## src/rtl/sm4_dat_unpack.sv

```systemverilog
// rtl/sm4_dat_unpack.sv - buffers 128-bit blocks and streams them out as WORD_W-bit words, MS word first
module sm4_dat_unpack #(
    parameter int WORD_W = 32,
    parameter int DEPTH  = 2
) (
    input  logic                     CLK_i,
    input  logic                     RST_N_i,
    input  logic [127:0]             DAT_i,
    input  logic                     DAT_VALID_i,
    output logic [WORD_W-1:0]        WORD_o,
    output logic                     WORD_VALID_o,
    input  logic                     WORD_READY_i,
    output logic                     WORD_LAST_o,
    output logic [$clog2(DEPTH):0]   LEVEL_o,
    output logic                     OVF_o,
    input  logic                     OVF_CLR_i
);

    localparam int N  = 128 / WORD_W;
    localparam int PW = $clog2(DEPTH);
    localparam int LW = PW + 1;
    localparam int KW = (N > 1) ? $clog2(N) : 1;

    typedef enum logic {IDLE, SEND} state_t;

    logic [127:0]  mem [DEPTH];
    logic [PW-1:0] wr_ptr, rd_ptr;
    logic [LW-1:0] level, level_nxt;
    logic [KW-1:0] k, k_nxt;
    logic          ovf;
    state_t        state, state_nxt;

    logic k_last, pop, pop_last, wr_ok;

    assign k_last   = (k == KW'(N - 1));
    assign pop      = WORD_VALID_o & WORD_READY_i;
    assign pop_last = pop & k_last;
    // A full buffer still takes a block when the same edge frees the head entry.
    assign wr_ok    = DAT_VALID_i & ((level != LW'(DEPTH)) | pop_last);

    always_comb begin
        state_nxt = state;
        level_nxt = level;
        k_nxt     = k;
        case (state)
            IDLE: if (wr_ok) state_nxt = SEND;
            SEND: if (pop_last && level == LW'(1) && !wr_ok) state_nxt = IDLE;
            default: state_nxt = IDLE;
        endcase
        case ({wr_ok, pop_last})
            2'b10:   level_nxt = level + LW'(1);
            2'b01:   level_nxt = level - LW'(1);
            default: level_nxt = level;
        endcase
        if (pop) k_nxt = pop_last ? '0 : k + KW'(1);
    end

    always_ff @(posedge CLK_i or negedge RST_N_i) begin
        if (!RST_N_i) begin
            state  <= IDLE;
            level  <= '0;
            k      <= '0;
            wr_ptr <= '0;
            rd_ptr <= '0;
            ovf    <= 1'b0;
        end else begin
            state <= state_nxt;
            level <= level_nxt;
            k     <= k_nxt;
            if (wr_ok)    wr_ptr <= wr_ptr + PW'(1);
            if (pop_last) rd_ptr <= rd_ptr + PW'(1);
            if (DAT_VALID_i && !wr_ok) ovf <= 1'b1;
            else if (OVF_CLR_i)        ovf <= 1'b0;
        end
    end

    // Block storage carries no reset; validity comes from the level/state registers.
    always_ff @(posedge CLK_i) begin
        if (wr_ok) mem[wr_ptr] <= DAT_i;
    end

    assign WORD_VALID_o = (state == SEND);
    assign WORD_LAST_o  = WORD_VALID_o & k_last;
    assign WORD_o       = WORD_VALID_o ? mem[rd_ptr][127 - int'(k) * WORD_W -: WORD_W] : '0;
    assign LEVEL_o      = level;
    assign OVF_o        = ovf;

endmodule

```

## config.mk

```make
export PLATFORM = sky130hd
export DESIGN_NAME = sm4_dat_unpack
export DESIGN_NICKNAME = d
export VERILOG_FILES = /design/src/rtl/sm4_dat_unpack.sv
export SDC_FILE = /design/constraint.sdc
export NUM_CORES = 1
export LEC_CHECK = 0
export BUFFER_PORTS_ARGS = -buffer_cell sky130_fd_sc_hd__buf_2
export CORE_MARGIN = 5
export CORE_UTILIZATION = 50
export CTS_CLUSTER_DIAMETER = 200
export CTS_CLUSTER_SIZE = 25
export DETAILED_ROUTE_END_ITERATION = 12
export PLACE_DENSITY_LB_ADDON = 0.3
export SYNTH_ARGS = -nofsm -noshare
export SYNTH_HDL_FRONTEND = slang
export SYNTH_SLANG_ARGS = --single-unit
```

## constraint.sdc

```tcl
create_clock -name CLK_i -period 15.2 [get_ports CLK_i]
set_input_delay 0.76 -clock CLK_i [delete_from_list [all_inputs] [get_ports CLK_i]]
set_output_delay 0.76 -clock CLK_i [all_outputs]
set_load 0.01 [all_outputs]
```

==> metrics <==
largest net degree at the start of global routing 67; Syn Inst Count 444; area of the multi-input gates 0.00209 mm2; CP peak stage delay 0.85 ns; Pwr Density 187 mW/mm2; NetSw 659 uW; Max Cap Viol 0; clk_skew 0.0203 ns; Clk pwr share 17.9%; Post-Layout Cell Count 889; CTS sink count 264; chip width 152 um; slowest stage cell, crit path dfrtp_4; CTS tree done; row count 52; Critical Path End Type output pin; clk slew on worst S/H paths 0.10 ns; crit path DAT 3.02 ns; synthesized area 0.0101 mm2; worst-path cell chain buf_4, mux4_2, mux2i_1, nor2_1, buf_2; Die H 152 um; Antenna Nets Post-Route 0; DR vias/cell 5.44; main area contributors after synthesis edfxtp_1 76%, mux4_2 14%, mux2i_1 3.4%, dfrtp_1 2.0%, nor2_1 1.2%; Inserted Clock Buffers 14; Reg2Reg Launch Point k[0]; DR pass1 iterations 4; Max rail drop VDD 0.129 mV; H-tree depth 1; Worst-Skew Late Latency 0.48 ns; Netlist cell types 25; # nets final 751; worst-margin pin slew 0.927 ns; async set-reset flop share out of synthesis 3.03%; design area 0.0116 mm2; R2R depth 5; Filler cells 1488; sequential share of the synthesized area 77.8%; Setup Fix Bufs, Post-CTS 0; count leader, synth edfxtp_1; die footprint 0.0232 mm2; total negative slack 0 ns; Synthesized Nets 580; slew margin rel. 38.2%; sw frac 30.2%; Setup violations, final 0; core area 0.0201 mm2; routability cong. 0.756; # resized after CTS 0; WP data required 14.44 ns; Final Util 57.9%; Leak Pwr 4.14 nW; run status complete, no violations; proportion of layout cells with a drive suffix above 1 42.7%; Detail Placement HPWL 11800 um; ys flop type edfxtp_1; DRC 0; Mean Syn Cell Area 22.8 um2; dominant cell type by area after synthesis edfxtp_1; worst min path class in -> async; Setup CP Type reg -> out; Seq pwr share 48.6%; Critical Path Source rd_ptr; Synth top cells by count 256 x edfxtp_1, 64 x mux4_2, 34 x mux2i_1; vias 4835; CTS Root Cell clkbuf_16; drt wl/cell 20.8 um; total global-route track usage 15.7%; initial antenna violation count 2; largest fanout on the critical path 34; final global-route overflow total 0; RSZ-0062 raised after global routing false; vias in the first global route 5207; first-pass GRT wire length 28800 um; internal power 1.52 mW; Post-synth EDFFs 256; register-to-register setup slack 11.93 ns; IO buf count 169; Initial Util 50.4%; clock tree buffer depth 3; IO Count 170; tightest hold margin 0.121 ns; final wirelength 18500 um; period utilisation layout 24.9%; Synth top area share 75.9%; Critical R2R Capture mem[1][58]; Warnings, synthesis 0; placed insts 869; Peak Freq 0.265 GHz; Critical Path End WORD_o[27]; Initial DRC Count 260; crit path time final 3.78 ns; Final Slew Violations 0; synth-to-layout area growth 14.9%; Post-DP Area 0.0112 mm2; sequential cell area 0.00789 mm2; register bit total from synthesis 264; crit path launch type register; hold_buf cts 0; final hold vios 0; Combinational Power Share 33.5%
how the worst min path moves through the flow:
stage	from	end	depth (start not counted)
final	RST_N_i	LEVEL_o[1]	1
after global routing	RST_N_i	LEVEL_o[1]	1
after CTS	RST_N_i	OVF_o	1
after detailed placement	OVF_o	OVF_o	2
after global placement	OVF_o	OVF_o	2
after floorplan	RST_N_i	LEVEL_o[0]	0
cell type report:
cell class | count | area share (%)
Sequential cell | 264 | 67.8
Multi-Input combinational cell | 154 | 18.0
Timing Repair Buffer | 176 | 7.71
Clock buffer | 18 | 3.32
Tap cell | 270 | 2.90
Inverter | 5 | 0.161
Clock inverter | 1 | 0.140
Antenna cell | 1 | 0.0215
flip-flops by register name, summed over array words and instances (netlist names):
| signal | cells |
|---|---|
| mem | 256 |
| rd_ptr | 1 |
| WORD_VALID_o | 1 |
| LEVEL_o | 2 |
| k | 2 |
| wr_ptr | 1 |
| OVF_o | 1 |
critical path, delay by kind of cell (launching register included):
kind,cells,cell delay [ns]
DFF,1,0.85
buffers and inverters,2,0.84
muxes,2,0.75
and+or+nand+nor,1,0.06
logic make-up after synthesis:
| family | synth area share, % |
|---|---|
| flops | 77.8 |
| mux | 17.8 |
| simple gates | 1.67 |
| buf+inv | 1.61 |
| compound gates | 0.445 |
| xor+xnor | 0.259 |
| fa+ha+maj | 0.371 |
power by group through the flow:
stage / Combinational, mW / Clock (mW) / Sequential [mW]
floorplan: 0.556 / 0 / 1.07
global placement: 0.739 / 0 / 1.07
detailed placement: 0.749 / 0 / 1.08
CTS: 0.750 / 0.408 / 1.06
global route: 0.799 / 0.435 / 1.08
finish: 0.730 / 0.391 / 1.06
layer usage:
metal,wire length [um],global-route usage (%),up-vias
met4,283,3.17,2
li1,-,-,2165
met3,1300,3.46,26
met2,9580,27.5,161
met1,7320,20.6,2481
met5,13,0,-
cells in the final DEF (no fill, tap or decap), drive strengths merged:
cell	n
edfxtp	256
buf	176
mux4	64
mux2i	34
nor2	33
clkbuf	18
dfrtp	8
inv	4
ha	3
nand3	2
a21oi	2
a31oi	2
xnor2	2
mux2	2
clkinv	2
nor2b	2
and2	2
diode	1
a2bb2oi	1
nand2	1
xor2	1
or2	1
o2bb2ai	1
o21ai	1
through the flow:
stage	worst slack, ns	total power [mW]
floorplan	7.70	1.62
global placement	11.77	1.81
detailed placement	11.69	1.83
CTS	11.30	2.22
global route	11.10	2.31
finish	11.42	2.18
Power figures use the tool's default switching activity.
